### src/rtl/operand_fetch.sv
// Decode and operand-fetch stage feeding the ALU: splits the instruction word,
// reads rn/rm from a 16 x DATA_W register file and tracks in-flight writers.
module operand_fetch #(
    parameter int          DATA_W     = 32,
    parameter logic [3:0]  NOP_OPCODE = 4'b1111
) (
    input  logic              clk,
    input  logic              rst,
    input  logic              in_valid,
    output logic              in_ready,
    input  logic [31:0]       instr,
    input  logic              wb_en,
    input  logic [3:0]        wb_addr,
    input  logic [DATA_W-1:0] wb_data,
    input  logic              flush,
    output logic              out_valid,
    input  logic              out_ready,
    output logic [DATA_W-1:0] in1,
    output logic [DATA_W-1:0] in2,
    output logic              s,
    output logic [3:0]        cond,
    output logic [3:0]        opcode,
    output logic [2:0]        srctrl,
    output logic [15:0]       imvalue,
    output logic [3:0]        rd,
    output logic              rd_we
);

    // Handshakes: a word moves on a rising edge where valid and ready are both
    // high. out_valid never depends on out_ready; in_ready may drop for flush,
    // reset or a hazard, and the upstream must then keep presenting its word.

    logic [DATA_W-1:0] r_rf [16];
    logic [15:0]       r_pending;

    logic              r_out_valid;
    logic [DATA_W-1:0] r_in1;
    logic [DATA_W-1:0] r_in2;
    logic              r_s;
    logic [3:0]        r_cond;
    logic [3:0]        r_opcode;
    logic [2:0]        r_srctrl;
    logic [15:0]       r_imvalue;
    logic [3:0]        r_rd;
    logic              r_rd_we;

    logic [3:0]        w_cond;
    logic [3:0]        w_opcode;
    logic              w_s;
    logic [2:0]        w_srctrl;
    logic [3:0]        w_rd;
    logic [3:0]        w_rn;
    logic [3:0]        w_rm;
    logic [15:0]       w_imvalue;
    logic              w_rd_we;

    logic              w_byp_rn;
    logic              w_byp_rm;
    logic              w_byp_rd;
    logic              w_rn_pend;
    logic              w_rm_pend;
    logic              w_rd_pend;
    logic              w_held_hit;
    logic              w_hazard;
    logic              w_in_ready;
    logic              w_capture;
    logic              w_handoff;
    logic [DATA_W-1:0] w_op1;
    logic [DATA_W-1:0] w_op2;
    logic [15:0]       w_pending_nxt;

    assign w_cond    = instr[31:28];
    assign w_opcode  = instr[27:24];
    assign w_s       = instr[23];
    assign w_srctrl  = instr[22:20];
    assign w_rd      = instr[19:16];
    assign w_rn      = instr[15:12];
    assign w_rm      = instr[11:8];
    assign w_imvalue = instr[15:0];
    assign w_rd_we   = (w_opcode != NOP_OPCODE);

    // A register being written back this cycle is already resolved.
    assign w_byp_rn  = wb_en && (wb_addr == w_rn);
    assign w_byp_rm  = wb_en && (wb_addr == w_rm);
    assign w_byp_rd  = wb_en && (wb_addr == w_rd);
    assign w_rn_pend = r_pending[w_rn] && !w_byp_rn;
    assign w_rm_pend = r_pending[w_rm] && !w_byp_rm;
    assign w_rd_pend = r_pending[w_rd] && !w_byp_rd;

    // The held writer has not reached the scoreboard yet, so compare it directly.
    assign w_held_hit = r_out_valid && r_rd_we &&
                        ((r_rd == w_rn) || (r_rd == w_rm) || (w_rd_we && (r_rd == w_rd)));

    assign w_hazard   = w_rn_pend || w_rm_pend || (w_rd_we && w_rd_pend) || w_held_hit;
    assign w_in_ready = !rst && !flush && !w_hazard && (!r_out_valid || out_ready);
    assign w_capture  = in_valid && w_in_ready;
    assign w_handoff  = r_out_valid && out_ready && !flush;

    assign w_op1 = w_byp_rn ? wb_data : r_rf[w_rn];
    assign w_op2 = w_byp_rm ? wb_data : r_rf[w_rm];

    // Set is applied after clear so a same-index collision leaves the bit set.
    always_comb begin
        w_pending_nxt = r_pending;
        if (wb_en) begin
            w_pending_nxt[wb_addr] = 1'b0;
        end
        if (w_handoff && r_rd_we) begin
            w_pending_nxt[r_rd] = 1'b1;
        end
    end

    always_ff @(posedge clk) begin
        if (rst) begin
            for (int i = 0; i < 16; i++) begin
                r_rf[i] <= '0;
            end
        end else if (wb_en) begin
            r_rf[wb_addr] <= wb_data;
        end
    end

    always_ff @(posedge clk) begin
        if (rst) begin
            r_pending   <= '0;
            r_out_valid <= 1'b0;
            r_in1       <= '0;
            r_in2       <= '0;
            r_s         <= 1'b0;
            r_cond      <= '0;
            r_opcode    <= '0;
            r_srctrl    <= '0;
            r_imvalue   <= '0;
            r_rd        <= '0;
            r_rd_we     <= 1'b0;
        end else begin
            r_pending <= w_pending_nxt;
            if (flush) begin
                r_out_valid <= 1'b0;
            end else if (w_capture) begin
                r_out_valid <= 1'b1;
                r_in1       <= w_op1;
                r_in2       <= w_op2;
                r_s         <= w_s;
                r_cond      <= w_cond;
                r_opcode    <= w_opcode;
                r_srctrl    <= w_srctrl;
                r_imvalue   <= w_imvalue;
                r_rd        <= w_rd;
                r_rd_we     <= w_rd_we;
            end else if (out_ready) begin
                r_out_valid <= 1'b0;
            end
        end
    end

    assign in_ready  = w_in_ready;
    assign out_valid = r_out_valid;
    assign in1       = r_in1;
    assign in2       = r_in2;
    assign s         = r_s;
    assign cond      = r_cond;
    assign opcode    = r_opcode;
    assign srctrl    = r_srctrl;
    assign imvalue   = r_imvalue;
    assign rd        = r_rd;
    assign rd_we     = r_rd_we;

endmodule

### config.mk
export PLATFORM = sky130hd
export DESIGN_NAME = operand_fetch
export DESIGN_NICKNAME = d
export VERILOG_FILES = /design/src/rtl/operand_fetch.sv
export SDC_FILE = /design/constraint.sdc
export NUM_CORES = 1
export LEC_CHECK = 0
export ABC_CLOCK_PERIOD_IN_PS = 2590
export CORE_MARGIN = 1
export CORE_UTILIZATION = 55
export DETAILED_ROUTE_END_ITERATION = 12
export HOLD_SLACK_MARGIN = 0.12
export PLACE_DENSITY = 0.77
export SETUP_SLACK_MARGIN = 0.4
export SLEW_MARGIN = 0
export SYNTH_ARGS = -nofsm -noshare
export SYNTH_HDL_FRONTEND = slang
export SYNTH_SLANG_ARGS = --single-unit
### constraint.sdc
create_clock -name clk -period 2.59 [get_ports clk]
set_input_delay 0.3885 -clock clk [delete_from_list [all_inputs] [get_ports clk]]
set_output_delay 0.3885 -clock clk [all_outputs]
set_load 0.05 [all_outputs]
# [After elaboration in Yosys (flattened, before gate mapping)]
# Memory sizes are Yosys's and may differ from the RTL's. A register that Yosys moved wholly into a read port is not among the register bits.
# Index checks and enable logic that the tools add are counted.
[word_totals] wordCells=86 latchBits=0 ramBits=512 rom_bits=0 n_memories=1 ff_bits=50 output_inout_bits=99 inputBits=74
[classes] eq_ne=7 n_mux=22 bitwise_logic=4 n_reduce_logical=36 n_shift=0 mul=0 addsub=0 n_lt_le_gt_ge=7 div_mod_pow=0
[mem_list] name="r_rf" words=16 word_bits=32 read_ports=2 rd_clocked_by_memory_dff=2 wr=16 line="33" rtl="logic [DATA_W-1:0] r_rf [16];"
[op_table] op="$mux 16" count=2
[op_table] op="$mux 32" count=1
[op_table] op="$reduce_or 32->1" count=1
[op_table] op="$lt 4x5->1 const B" count=5
[op_table] op="$eq 4x4->1" count=6
[op_table] op="$logic_and 1x1->1" count=19
[op_table] op="$and 16x16->16" count=1
[op_table] op="$not 16->16" count=1
[op_table] op="$or 16x16->16" count=1
[op_table] op="$mux 1" count=13
[op_table] op="$bmux 1 s4" count=3
[op_table] op="$demux 1 s4" count=2
[op_table] op="$ge 4x1->1 const B" count=2
[op_table] op="$logic_not 1->1" count=7
[op_table] op="$logic_or 1x1->1" count=6
[op_table] op="$mux 4" count=1
[op_table] op="$ne 4x4->1 const B" count=1
[op_table] op="$reduce_and 2->1" count=1
[op_table] op="$reduce_bool 2->1" count=1
[op_table] op="$reduce_or 2->1" count=1
[op_table] op="$not 1->1" count=1

# [Logic depth before layout (Yosys ltp)]
[logic_depth] depth_word=12 ltp_mapped=10 depth_no_buf=6

# [Worst setup path before layout]
# OpenSTA, ideal clock, no wires.
[synth_timing] kind="input to output" from="input port instr[12]" to="output port in_ready" stages=9 t_arrival_ps=3624 setup_slack_ps=-1423 path_buffers=4 path_cell_list="buf_2 -> mux4_2 -> mux2i_1 -> o22ai_1 -> a32o_1 -> buf_2 -> buf_2 -> buf_2 -> nor4_1"
[synth_via] elab_chain_len=10
[synth_lines] item="start, declared" line="11" rtl="input logic [31:0] instr,"
[synth_lines] item="parallel branches: the longest is 6 deep, another holds $bmux 1 s4"
[synth_lines] item="$logic_or 1x1->1 (*)" line="94" rtl="assign w_hazard = w_rn_pend || w_rm_pend || (w_rd_we && w_rd_pend) || w_held_hit;"
[synth_lines] item="$logic_not 1->1 (*)" line="95" rtl="assign w_in_ready = !rst && !flush && !w_hazard && (!r_out_valid || out_ready);"
[synth_lines] item="$logic_and 1x1->1 (*) (2 in series)" line="95"
[synth_lines] item="end, declared" line="10" rtl="output logic in_ready,"
# Mark *: on every way between the ends. The select of a mux whose other input is x is not followed.

# [Final worst setup path]
[layout_timing] from="register r_pending[11]" to="output port in_ready"
[layout_via] elab_chain_len=9
[layout_lines] item="start, declared" line="34" rtl="logic [15:0] r_pending;"
[layout_lines] item="start signal, assigned" line="137" rtl="r_pending <= w_pending_nxt;"
[layout_lines] item="$bmux 1 s4 (on tied branches)" line="86, 87, 88"
[layout_lines] item="$mux 1 (on tied branches)" line="86, 87, 88"
[layout_lines] item="$logic_and 1x1->1 (on tied branches)" line="86, 87, 88"
[layout_lines] item="$logic_or 1x1->1 / $logic_and 1x1->1 (equally long branches)" line="94"
[layout_lines] item="$logic_or 1x1->1 (*) (2 in series)" line="94"
[layout_lines] item="$logic_not 1->1 (*)" line="95"
[layout_lines] item="$logic_and 1x1->1 (*) (2 in series)" line="95"
# Mark *: on every way between the ends. The rest lies on a longest branch, timed or not. The select of a mux whose other input is x is not followed.

==> summary.md <==
| Metric | Value |
|---|---|
| Worst Clk Skew | 0.0197 ns |
| Number of failing setup endpoints in the final timing report | 93 |
| DR vias/cell | 6.83 |
| Violations in the final reports | setup timing |
| Async S/R FF share, synth | 0% |
| Share of the synthesized area in the top cell type | 47.1% |
| Launch point of the worst path | r_pending[11]$_SDFF_PP0_ |
| Worst voltage drop across the vdd grid | approximately 0.46 mV |
| Leakage power summed over all cells | 0.0145 uW |
| Final critical-path share of the clock period | 114% |
| Fin. Hold Viols | 0 |
| Post-detailed-placement cell area | ~37000 um^2 |
| Combinational share of power | 14.8% |
| Worst-skew pair later-pin latency | between 0.6 and 0.7 ns |
| Worst-path cell with the longest stage delay | mux4_2 |
| Max frequency | 340 MHz |
| Number of flops mapped to enable cells by yosys | 512 |
| Post-synthesis cell type with the largest combined area | edfxtp_1 |
| Util after Layout | 68.4% |
| Die Span X | 246 um |
| Number of synthesized register bits | 626 |
| Post-Syn Area per Cell | 14.1 um^2 |
| Number of antenna violations at the first check in global routing | 6 |
| Post-Route Setup TNS | -5.30 ns |
| Maximum fanout encountered on the critical timing path | 4 |
| Commonest non-fill, non-tap cells in the layout | 512 x and2_1, 512 x edfxtp_1, 269 x mux4_2 |
| Reg clk slew, reported paths | 0.06 ns |
| Worst hold start | instr[9] |
| Critical-path cell list | mux4_2, a22oi_2, a32oi_2, buf_4, buf_6, nor4_4, buf_12 |
| Inserted Clock Buffers | a little under 70 |
| Path class of the lowest-slack min-delay path | input port to flop |
| Post-detailed-route wirelength per cell | between 30 and 40 um |
| Yosys warnings | 0 |
| R2R Path Start | r_pending[11]$_SDFF_PP0_ |
| Ratio of total power to cell area | 631 nW/um^2 |
| Number of levels in the clock H-tree | 3 |
| Multi-input gate area | approximately 14000 um^2 |
| Slack of the critical path | -0.355 ns |
| Startpoint-to-endpoint class of the critical path | flop to output pin |
| Amount of wire on met3 after detailed routing | 12.5 mm |
| Total gr overflow | 0 |
| Total via count in the routed design | 22900 |
| Boundary Pins | 173 |
| Maximum root-to-sink buffer count | 3 |
| Seq/Total Area, Yosys | 54.1% |
| Wire length of the first global-routing pass | 151 mm |
| Arrival @ worst endpoint | 2.56 ns |
| Non-filler instance count after layout | 3350 |
| Cell count after placement | between 3000 and 4000 |
| DRT antenna net count | 0 |
| Highest routing layer actually used | met4 |
| Number of buffers and inverters on the critical path | 3 |
| Proportion of layout cells with a drive suffix above 1 | 30.2% |
| Root buffer cell | clkbuf_16 |
| Total routed wirelength | 103 mm |
| Final Net Count | between 2000 and 3000 |
| Run status | complete, but fails checks |
| Ranking of synthesized cells by area | edfxtp_1 47%, mux4_2 19%, and2_1 9.8% |
| Number of remaining DRC errors | 0 |
| Max-slew violation total from the final report | 0 |
| Setup repair after global routing missed its margin | yes |
| Number of cell rows | 88 |
| Fraction of power consumed by the clock network | 38.1% |
| Placer congestion estimate | 0.875 |
| Cell family with the largest share of critical-path delay | multiplexers |
| Filler cells | 3839 |
| Pin count of the biggest net entering global routing | 64 |
| Number of nets produced by synthesis | 2381 |
| Total non-filler cell area in the finished layout | 39800 um^2 |
| Count of different cell masters after synthesis | 44 |
| Total number of clock tree sinks | approximately 630 |
| Starting density of the core | a little under three fifths |
| Startpoint Class | flop |
| Total global routing track utilization | approximately 35% |
| Number of cells produced by synthesis | around 2300 |
| Violation count after the first detailed-route iteration | about 3000 |
| Clock tree from TritonCTS | yes |
| Quantity of I/O buffers inserted on ports | 172 |
| Int Pwr | between 15000 and 20000 uW |
| Die area | 60300 um^2 |
| Detail Route met2 WL | between 40 and 50 mm |
| TritonRoute pass-1 iters | 7 |
| Std-Cell Core Area | about 58000 um^2 |
| Psw | about 6300 uW |
| Number of max-cap violations | 0 |
| Final worst path period need | 2.95 ns |
| Area growth, synth to finish | 21.9% |
| Hold buffers post-CTS | 0 |
| Chip height | 246 um |
| Pre-CTS WS | -0.475 ns |
| Peak per-stage delay on the critical path | about 0.5 ns |
| Slew at the pin closest to its max-slew limit | ~0.98 ns |
| Worst path required time | 2.20 ns |
| Synthesized area | ~33000 um^2 |
| Net switching fraction of the power | 25.2% |
| Routed metal-1 wire length | 35.9 mm |
| Most used DFF post-synth | edfxtp_1 |
| HPWL reported at the end of detailed placement | 61.3 mm |
| Normalized max-slew margin | 34.9% |
| Storage cell area | 17700 um^2 |
| Vias in the first global route | 23400 |
| Sequential group share of total power | a little under half |
| Sort of element at the end of the critical path | output pin |
==> state kept, by name, summed over array words and instances, names as in the netlist, 4 cells and up <==
register   cells
r_rf         512
in1           32
in2           32
imvalue       16
r_pending     16
cond           4
opcode         4
rd             4
==> layout make-up <==
| class | instances | area share [%] |
|---|---|---|
| timing repair buffer | 386 | 11.6 |
| tap | 765 | 2.41 |
| multi-input combinational | 1430 | 36.0 |
| clock inverter | 18 | 0.409 |
| sequential | 626 | 44.4 |
| clock buffer | 105 | 5.06 |
| antenna | 2 | 0.0126 |
| inverter | 18 | 0.176 |
==> synth_stat cells, types with 37 or more instances <==
| cell type | number |
|---|---|
| mux4_2 | 269 |
| o21ai_1 | 37 |
| buf_2 | 43 |
| clkbuf_1 | 172 |
| o21ai_0 | 61 |
| mux2i_1 | 69 |
| o211ai_2 | 40 |
| and2_1 | 512 |
| edfxtp_1 | 512 |
| mux2_2 | 63 |
| dfxtp_1 | 114 |
| nand2_1 | 106 |
| o221ai_1 | 55 |
| nand3_1 | 43 |
==> final timing paths <==
kind | cells past startpoint | to | slack (ns)
setup / recovery | 7 | in_ready | -0.36
hold / removal | 4 | imvalue[9]$_SDFFE_PP0P_ | 0.32
setup reg to reg | 9 | in2[2]$_SDFFE_PP0P_ | -0.12
hold reg to reg | 2 | imvalue[3]$_SDFFE_PP0P_ | 0.46
==> repair_timing <==
action	4_1_cts	5_1_grt
resized for setup	103	31
buffers inserted	11	0
gates cloned	15	0
hold endpoints to repair	0	0
setup endpoints to repair	125	121
pin swaps	25	0
==> per-stage QoR <==
step           total power [uW]  hold WS, ns
3_3_place_gp              15400        0.460
6_report                  25100        0.324
4_1_cts                   25100        0.287
3_5_place_dp              15500        0.464
2_1_floorplan             14100        0.450
5_1_grt                   25700        0.325
==> kinds of logic after synthesis <==
| family | after synthesis | share of synthesized area (%) |
|---|---|---|
| buffers and inverters | 252 | 3.23 |
| xor gates and xnor gates | 24 | 0.644 |
| AOI/OAI and AO/OA | 279 | 6.42 |
| and+or+nand+nor | 725 | 12.7 |
| muxes | 401 | 22.9 |
| DFF | 626 | 54.1 |
==> metal layers <==
| metal | up-vias | GRT usage (%) |
|---|---|---|
| li1 | 9300 | - |
| met1 | 11600 | 43.9 |
| met2 | 1656 | 55.5 |
| met3 | 297 | 8.69 |
| met4 | 0 | 17.4 |
| met5 | - | 0 |
==> tightest hold or removal path, cell delays in order <==
cell and delay (ns):
buf_4 0.14, buf_4 0.19, nand3_1 0.09, a21oi_1 0.06
==> power groups by stage <==
stage,combinational (uW),sequential (uW),clock (uW)
4_1_cts,3660,11800,9610
3_3_place_gp,3500,11900,0
6_report,3710,11800,9580
3_5_place_dp,3530,12000,0
2_1_floorplan,1900,12200,0
5_1_grt,3840,11900,10000
No activity file was read; power rests on OpenSTA's default activity.
